**src/rtl/leaf_inject_arbiter_pkg.sv**
```systemverilog
// Shared types and helpers for the leaf injection arbiter.
package leaf_inject_arbiter_pkg;

  // Widest requester vector the round-robin helper can search.
  localparam int unsigned RR_MAX = 32;

  typedef enum logic [1:0] {
    IDLE,
    SEND,
    BACKOFF
  } state_t;

  // Round-robin winner: first set bit of vec strictly after 'last', wrapping
  // within n entries. Returns 'last' when vec is empty (caller masks that).
  // The search runs from the farthest offset down so the nearest hit wins.
  function automatic int unsigned rr_next(input logic [RR_MAX-1:0] vec,
                                          input int unsigned        last,
                                          input int unsigned        n);
    int unsigned win;
    logic [4:0]  pos;
    win = last;
    for (int unsigned k = RR_MAX; k >= 1; k--) begin
      pos = 5'((last + k) % n);
      if (k <= n && vec[pos]) win = 32'(pos);
    end
    return win;
  endfunction

endpackage

```
**src/rtl/leaf_inject_arbiter_if.sv**
```systemverilog
// Requester handshake plus network leaf bus for one injection port.
interface leaf_inject_arbiter_if #(
  parameter int unsigned num_req = 4,
  parameter int unsigned p_sz    = 11
);
  logic [num_req-1:0]          req_valid;
  logic [num_req*(p_sz-1)-1:0] req_data;
  logic [num_req-1:0]          req_ready;
  logic [p_sz-1:0]             bus_o;
  logic                        resend;

  // Requesters and network side.
  modport master (output req_valid, req_data, resend, input req_ready, bus_o);
  // Arbiter side.
  modport slave  (input req_valid, req_data, resend, output req_ready, bus_o);
endinterface

```
**src/rtl/leaf_inject_arbiter_rr.sv**
```systemverilog
// Combinational round-robin arbiter: one-hot grant plus winner index.
module rr_arbiter
  import leaf_inject_arbiter_pkg::*;
#(
  parameter int unsigned num_req = 4
) (
  input  logic [num_req-1:0]         req,
  input  logic [$clog2(num_req)-1:0] last_grant,
  output logic [num_req-1:0]         grant,
  output logic [$clog2(num_req)-1:0] idx
);
  localparam int unsigned IDX_W = $clog2(num_req);

  logic [RR_MAX-1:0] vec;
  int unsigned       win;

  // Search upward from last_grant+1; no grant when nobody requests.
  always_comb begin
    vec                = '0;
    vec[num_req-1:0]   = req;
    win                = rr_next(vec, 32'(last_grant), num_req);
    idx                = IDX_W'(win);
    grant              = '0;
    if (|req) grant[idx] = 1'b1;
  end
endmodule

```
**src/rtl/leaf_inject_arbiter.sv**
```systemverilog
// Shares one BFT leaf injection port among num_req requesters, with
// round-robin grant, resend handling, optional backoff and starvation flag.
module leaf_inject_arbiter
  import leaf_inject_arbiter_pkg::*;
#(
  parameter int unsigned num_leaves = 8,
  parameter int unsigned payload_sz = 7,
  parameter int unsigned p_sz       = 1 + $clog2(num_leaves) + payload_sz,
  parameter int unsigned num_req    = 4,
  parameter int unsigned backoff    = 2,
  parameter int unsigned max_retry  = 15
) (
  input  logic                         clk,
  input  logic                         reset,
  leaf_inject_arbiter_if.slave         bus,
  output logic [$clog2(num_req)-1:0]   grant_idx,
  output logic                         busy,
  output logic                         err_starve,
  output logic [15:0]                  pkt_sent
);
  localparam int unsigned ADDR_W  = $clog2(num_leaves);
  localparam int unsigned D_W     = p_sz - 1;
  localparam int unsigned IDX_W   = $clog2(num_req);
  localparam int unsigned RETRY_W = $clog2(max_retry + 1);
  localparam int unsigned BO_W    = (backoff > 0) ? $clog2(backoff + 1) : 1;

  typedef struct packed {
    logic [ADDR_W-1:0]     dest;
    logic [payload_sz-1:0] payload;
  } pkt_t;

  state_t             state_q, state_n;
  logic [p_sz-1:0]    bus_q, bus_n;
  pkt_t               shadow_q, shadow_n;
  logic [IDX_W-1:0]   gidx_q, gidx_n;
  logic [IDX_W-1:0]   last_q, last_n;
  logic [RETRY_W-1:0] retry_q, retry_n;
  logic [BO_W-1:0]    bo_q, bo_n;
  logic [15:0]        sent_q, sent_n;
  logic               starve_q, starve_n;

  logic [num_req-1:0] grant_oh;
  logic [IDX_W-1:0]   win_idx;
  logic [D_W-1:0]     win_data;
  logic               take;
  logic               hs;

  rr_arbiter #(.num_req(num_req)) u_rr (
    .req        (bus.req_valid),
    .last_grant (last_q),
    .grant      (grant_oh),
    .idx        (win_idx)
  );

  assign win_data      = bus.req_data[win_idx*D_W +: D_W];
  assign hs            = take & (|grant_oh);
  assign bus.req_ready = take ? grant_oh : '0;
  assign bus.bus_o     = bus_q;
  assign grant_idx     = gidx_q;
  assign busy          = (state_q != IDLE);
  assign err_starve    = starve_q;
  assign pkt_sent      = sent_q;

  // Next-state logic; a handshake overrides the IDLE/accept path so a new
  // packet can follow an accepted one with no bubble.
  always_comb begin
    state_n  = state_q;
    bus_n    = bus_q;
    shadow_n = shadow_q;
    gidx_n   = gidx_q;
    last_n   = last_q;
    retry_n  = retry_q;
    bo_n     = bo_q;
    sent_n   = sent_q;
    starve_n = 1'b0;
    take     = 1'b0;
    unique case (state_q)
      IDLE: take = 1'b1;
      SEND: begin
        if (bus.resend) begin
          if (retry_q != RETRY_W'(max_retry)) begin
            retry_n  = retry_q + 1'b1;
            starve_n = (retry_q == RETRY_W'(max_retry - 1));
          end
          if (backoff != 0) begin
            bus_n   = '0;
            bo_n    = BO_W'(backoff);
            state_n = BACKOFF;
          end
        end else begin
          take    = 1'b1;
          sent_n  = sent_q + 16'd1;
          bus_n   = '0;
          state_n = IDLE;
        end
      end
      BACKOFF: begin
        bo_n = bo_q - 1'b1;
        if (bo_q == BO_W'(1)) begin
          bus_n   = {1'b1, shadow_q};
          state_n = SEND;
        end
      end
      default: state_n = IDLE;
    endcase
    if (hs) begin
      bus_n    = {1'b1, win_data};
      shadow_n = pkt_t'(win_data);
      gidx_n   = win_idx;
      last_n   = win_idx;
      retry_n  = '0;
      state_n  = SEND;
    end
  end

  // State and datapath registers; reset discards any in-flight packet.
  always_ff @(posedge clk) begin
    if (reset) begin
      state_q  <= IDLE;
      bus_q    <= '0;
      shadow_q <= '0;
      gidx_q   <= '0;
      last_q   <= IDX_W'(num_req - 1);
      retry_q  <= '0;
      bo_q     <= '0;
      sent_q   <= '0;
      starve_q <= 1'b0;
    end else begin
      state_q  <= state_n;
      bus_q    <= bus_n;
      shadow_q <= shadow_n;
      gidx_q   <= gidx_n;
      last_q   <= last_n;
      retry_q  <= retry_n;
      bo_q     <= bo_n;
      sent_q   <= sent_n;
      starve_q <= starve_n;
    end
  end
endmodule

```
**src/flat_wrapper.sv**
```systemverilog
// flat-port wrapper written by rule: the top's interface ports become plain ports
module leaf_inject_arbiter_flat import leaf_inject_arbiter_pkg::*;
#(
  parameter int unsigned num_leaves = 8,
  parameter int unsigned payload_sz = 7,
  parameter int unsigned p_sz       = 1 + $clog2(num_leaves) + payload_sz,
  parameter int unsigned num_req    = 4,
  parameter int unsigned backoff    = 2,
  parameter int unsigned max_retry  = 15
)
  (clk, reset, grant_idx, busy, err_starve, pkt_sent, bus_req_valid, bus_req_data, bus_resend, bus_req_ready, bus_bus_o);
  leaf_inject_arbiter_if #(.num_req(num_req), .p_sz(p_sz)) bus_i ();
  input  logic clk;
  input  logic reset;
  output logic [$clog2(num_req)-1:0] grant_idx;
  output logic busy;
  output logic err_starve;
  output logic [15:0] pkt_sent;
  input wire logic [$bits(bus_i.req_valid)-1:0] bus_req_valid;
  input wire logic [$bits(bus_i.req_data)-1:0] bus_req_data;
  input wire logic [$bits(bus_i.resend)-1:0] bus_resend;
  output wire logic [$bits(bus_i.req_ready)-1:0] bus_req_ready;
  output wire logic [$bits(bus_i.bus_o)-1:0] bus_bus_o;
  assign bus_i.req_valid = bus_req_valid;
  assign bus_i.req_data = bus_req_data;
  assign bus_i.resend = bus_resend;
  assign bus_req_ready = bus_i.req_ready;
  assign bus_bus_o = bus_i.bus_o;
  leaf_inject_arbiter #(.num_leaves(num_leaves), .payload_sz(payload_sz), .p_sz(p_sz), .num_req(num_req), .backoff(backoff), .max_retry(max_retry)) u_core (.clk(clk), .reset(reset), .bus(bus_i), .grant_idx(grant_idx), .busy(busy), .err_starve(err_starve), .pkt_sent(pkt_sent));
endmodule
```
**config.mk**
```make
export PLATFORM = sky130hd
export DESIGN_NAME = leaf_inject_arbiter_flat
export DESIGN_NICKNAME = d
export VERILOG_FILES = /design/src/rtl/leaf_inject_arbiter_pkg.sv /design/src/rtl/leaf_inject_arbiter_if.sv /design/src/rtl/leaf_inject_arbiter_rr.sv /design/src/rtl/leaf_inject_arbiter.sv /design/src/flat_wrapper.sv
export SDC_FILE = /design/constraint.sdc
export NUM_CORES = 1
export LEC_CHECK = 0
export CAP_MARGIN = 30
export CORE_MARGIN = 2
export CORE_UTILIZATION = 45
export CTS_CLUSTER_DIAMETER = 30
export DETAILED_ROUTE_END_ITERATION = 8
export GPL_TIMING_DRIVEN = 0
export PLACE_DENSITY = 0.77
export SETUP_SLACK_MARGIN = 0.4
export SKIP_CTS_REPAIR_TIMING = 1
export SYNTH_ARGS = -nofsm -noshare
export SYNTH_HDL_FRONTEND = slang
export SYNTH_SLANG_ARGS = --single-unit
```
**constraint.sdc**
```tcl
create_clock -name clk -period 2.6 [get_ports clk]
set_input_delay 0.39 -clock clk [delete_from_list [all_inputs] [get_ports clk]]
set_output_delay 0.39 -clock clk [all_outputs]
set_load 0.02 [all_outputs]
```
==> flow_summary.json <==
{
  "port-buffer-count": 81,
  "overflow": 0,
  "place_worst_setup_slack_ns": -0.500,
  "post_drt_via_cell_ratio": 5.28,
  "worstReg2RegStart": "u_core.state_q[1]",
  "drive_above_1_share_pct": 18.8,
  "worstSetupPathType": "reg -> out",
  "critical-path-top-delay-family": "buffers and inverters",
  "yosys.area.top_type_share_pct": 37.4,
  "synthFlopType": "dfxtp_1",
  "wire_length_of_the_first_global_routing_pass_mm": 10.0,
  "max-cap-violations": 0,
  "drt-wirelength-per-cell_um": 15.4,
  "worstMarginPinSlew_ns": 0.544,
  "avgSynthCellArea_um2": 9.94,
  "worst_setup_path_start_kind": "register",
  "endpoint_kind_of_the_worst_setup_timing_path": "output port",
  "asyncSetResetFlopFracSynth_pct": 0,
  "pin_count": 82,
  "setup_tns_ns": 0,
  "synth-warning-count": 0,
  "regToRegEndpoint": "u_core.shadow_q[2]",
  "hold_path_end": "u_core.err_starve",
  "core-area_um2": 5820,
  "worst-path-max-fanout": 6,
  "initialDrtViolationCount": 95,
  "power.density_nw_per_um2": 543,
  "final-max-slew-violation-count": 0,
  "reg2reg_depth": 9,
  "grt_antenna_before_repair": 0,
  "place_congestion": 0.741,
  "timing.final.crit_share_pct": 85.2,
  "final.setup.worst_slack_ns": 0.384,
  "regToRegSetupSlack_ns": 0.58,
  "hold_viol": 0,
  "maxClockFrequency_mhz": 451,
  "die_ht_um": 81.1,
  "grt_start_max_net_pins": 15,
  "synth.top_cells.by_area": "dfxtp_1 37%, mux2i_1 7.9%, a211oi_2 4.7%, xor2_1 4.3%, nor2_1 4.2%",
  "grt_pass1_vias": 2173,
  "grtUsageTotal_pct": 19.7,
  "worstSkewPairLatency_ns": 0.30,
  "crit_path_top_delay_cell": "dfxtp_2",
  "num_rows": 28,
  "crit_arrival_ns": 1.83,
  "crit_chain": "inv_2 > buf_4 > ha_2 > o32a_4 > buf_8 > nand2_1 > nor2_1 > buf_4",
  "die_x_um": 81.1,
  "maxSlewHeadroom_pct": 63.5,
  "die-area_um2": 6570,
  "timing.critical_path.required_ns": 2.21,
  "clock-sinks": 50,
  "synth-seq-cells": 50,
  "drc": 0,
  "synthesis.nets": 323,
  "fillerInstances": 476,
  "dp_hpwl_mm": 4.86,
  "insertedDiodeCount": 0,
  "synth_cell_type_count": 45,
  "worstHoldPathCells": 2,
  "hold_path.startpoint": "u_core.retry_q[3]",
  "final_antenna_net_count": 0,
  "route.final.wire_length_mm": 6.80,
  "count_of_flip_flops_with_a_built_in_enable_after_synthesis": 0,
  "hold_class": "reg -> reg",
  "design.final.nets": 420,
  "ctsRootBufferMaster": "clkbuf_8",
  "ctsLongestPathBuffers": 2,
  "totalPowerFinal_mw": 2.06,
  "critical-path-top-cell-by-count": "buf_4",
  "setup-violations-final": 0,
  "initial_core_util_pct": 46.0,
  "area_growth_syn_to_layout_pct": 42.1,
  "syn-instance-count": 269,
  "total_leakage_power_nw": 1.47,
  "final_critical_delay_including_setup_and_external_delays_ns": 2.22,
  "share_of_synthesized_area_occupied_by_flip_flops_and_latches_pct": 37.4,
  "max_stage_delay_ns": 0.33,
  "outcome": "complete, no violations",
  "ir_drop_mv": 0.387,
  "clock-skew-final_ns": 0.00415,
  "tritoncts.num_buffers": 5,
  "synth_top_area_cell": "dfxtp_1",
  "num_vias": 2333,
  "detail_route.first_pass.iterations": 4,
  "rsz0062_at_grt": "false",
  "clock_tree_from_tritoncts": "yes",
  "syn_area_um2": 2670,
  "cts-htree-levels": 2,
  "buffers_plus_inverters_on_the_worst_setup_path": 4,
  "path_clk_slew_ns": 0.08
}
## worst max-delay path by stage
| stage | start | endpoint | slack [ns] | depth (start not counted) |
|---|---|---|---|---|
| 3_5_place_dp | bus_req_valid[3] | bus_req_ready[2] | -0.50 | 7 |
| 6_report | u_core.state_q[1] | bus_req_ready[3] | 0.38 | 8 |
| 2_1_floorplan | bus_req_valid[1] | bus_req_ready[1] | 0.61 | 5 |
| 4_1_cts | bus_req_valid[3] | bus_req_ready[2] | -0.49 | 7 |
| 3_3_place_gp | bus_req_valid[3] | bus_req_ready[2] | -0.47 | 7 |
| 5_1_grt | u_core.state_q[1] | bus_req_ready[3] | 0.32 | 8 |
## worst reg2reg max path: stages (launching register included)
cell	delay (ns)
dfxtp_2	0.33
inv_2	0.09
buf_4	0.11
ha_2	0.26
o32a_4	0.24
buf_8	0.11
buf_4	0.10
buf_4	0.13
clkbuf_1	0.38
o22ai_1	0.13
## kinds of logic after synthesis
group / share of synthesized area [%]
AO/OA/AOI/OAI: 17.0
XOR/XNOR: 5.57
AND/OR/NAND/NOR: 15.6
buffers and inverters: 7.44
flip-flops: 37.4
adder cells (fa/ha/maj): 3.28
multiplexers: 13.6
## layout make-up
type | count | area, µm² | area share, %
flip-flops and latches | 50 | 1000 | 26.4
well taps | 75 | 93.8 | 2.47
inverters | 8 | 30.0 | 0.791
repair buffers | 90 | 877 | 23.1
multi-input cells | 195 | 1530 | 40.3
clock buffers | 7 | 86.3 | 2.27
clock inverters | 1 | 5.00 | 0.132
plain buffers | 16 | 173 | 4.55
## routing by layer
metal / track usage, % / share of wire, % / vias to the layer above
li1: - / - / 1162
met1: 24.6 / 44 / 1081
met2: 32.2 / 46 / 78
met3: 5.67 / 8.2 / 12
met4: 7.29 / 2.1 / 0
met5: 0 / 0 / -
## synthesized netlist by cell type, drive strengths merged (8+ instances only)
| cell | number |
|---|---|
| buf | 8 |
| mux2i | 22 |
| o21ai | 8 |
| a211oi | 12 |
| o22ai | 11 |
| nor2 | 30 |
| nand2b | 15 |
| a21oi | 8 |
| clkbuf | 8 |
| dfxtp | 50 |
| inv | 8 |
| a221oi | 11 |
| nand2 | 12 |
| mux2 | 11 |
| xor2 | 13 |
## through the flow
step	std cells	instance area [µm²]	util [%]	hold slack (ns)
2_1_floorplan	269	2670	-	0.445
3_3_place_gp	425	3580	61.5	0.457
3_5_place_dp	425	3580	61.5	0.463
4_1_cts	433	3670	63.1	0.477
5_1_grt	442	3800	65.3	0.497
6_report	442	3800	65.3	0.485
## cell usage in the layout (no fill, tap or decap), types with 2 or more instances in the layout
cell             Yosys  routed
o21ai_0              6       5
mux2_4               2       2
clkbuf_8             5      10
buf_8                1       2
xor2_1              13      13
buf_4                0      11
a21oi_1              8       7
nand4_1              3       3
nand2_1             12      12
a211oi_1             2       2
nand3_1              7       7
dlymetal6s2s_1       0       4
a221oi_1            10      10
clkbuf_1             3       4
nand2b_1            15      15
dfxtp_2              0       3
buf_6                4       5
mux2_2               9       9
xnor2_1              4       4
clkdlybuf4s50_1      0      73
ha_1                 7       5
and4_1               3       3
o21ai_2              2       2
and3_1               3       3
nor2b_1              2       2
inv_1                8       7
clkbuf_2             0       2
o22ai_1             11      11
dfxtp_1             50      47
mux2i_1             21      21
a211oi_2            10      10
nor2_1              30      30
## report_power, final
part           switching [mW]  total, mW  internal [mW]  leakage (nW)
registers              0.0415      0.877          0.835         0.410
logic                   0.340      0.727          0.386          1.01
clock network           0.245      0.460          0.215        0.0482
total                   0.627       2.06           1.44          1.47
## sequential cells by signal, indices dropped and copies added (netlist names)
signal and count:
u_core.shadow_q 10, u_core.last_q 2, u_core.err_starve 1, u_core.pkt_sent 16, u_core.grant_idx 2, u_core.bo_q 2, u_core.state_q 2, u_core.retry_q 4
u_core.bus.bus_o 11
No activity file was read; power rests on OpenSTA's default activity.
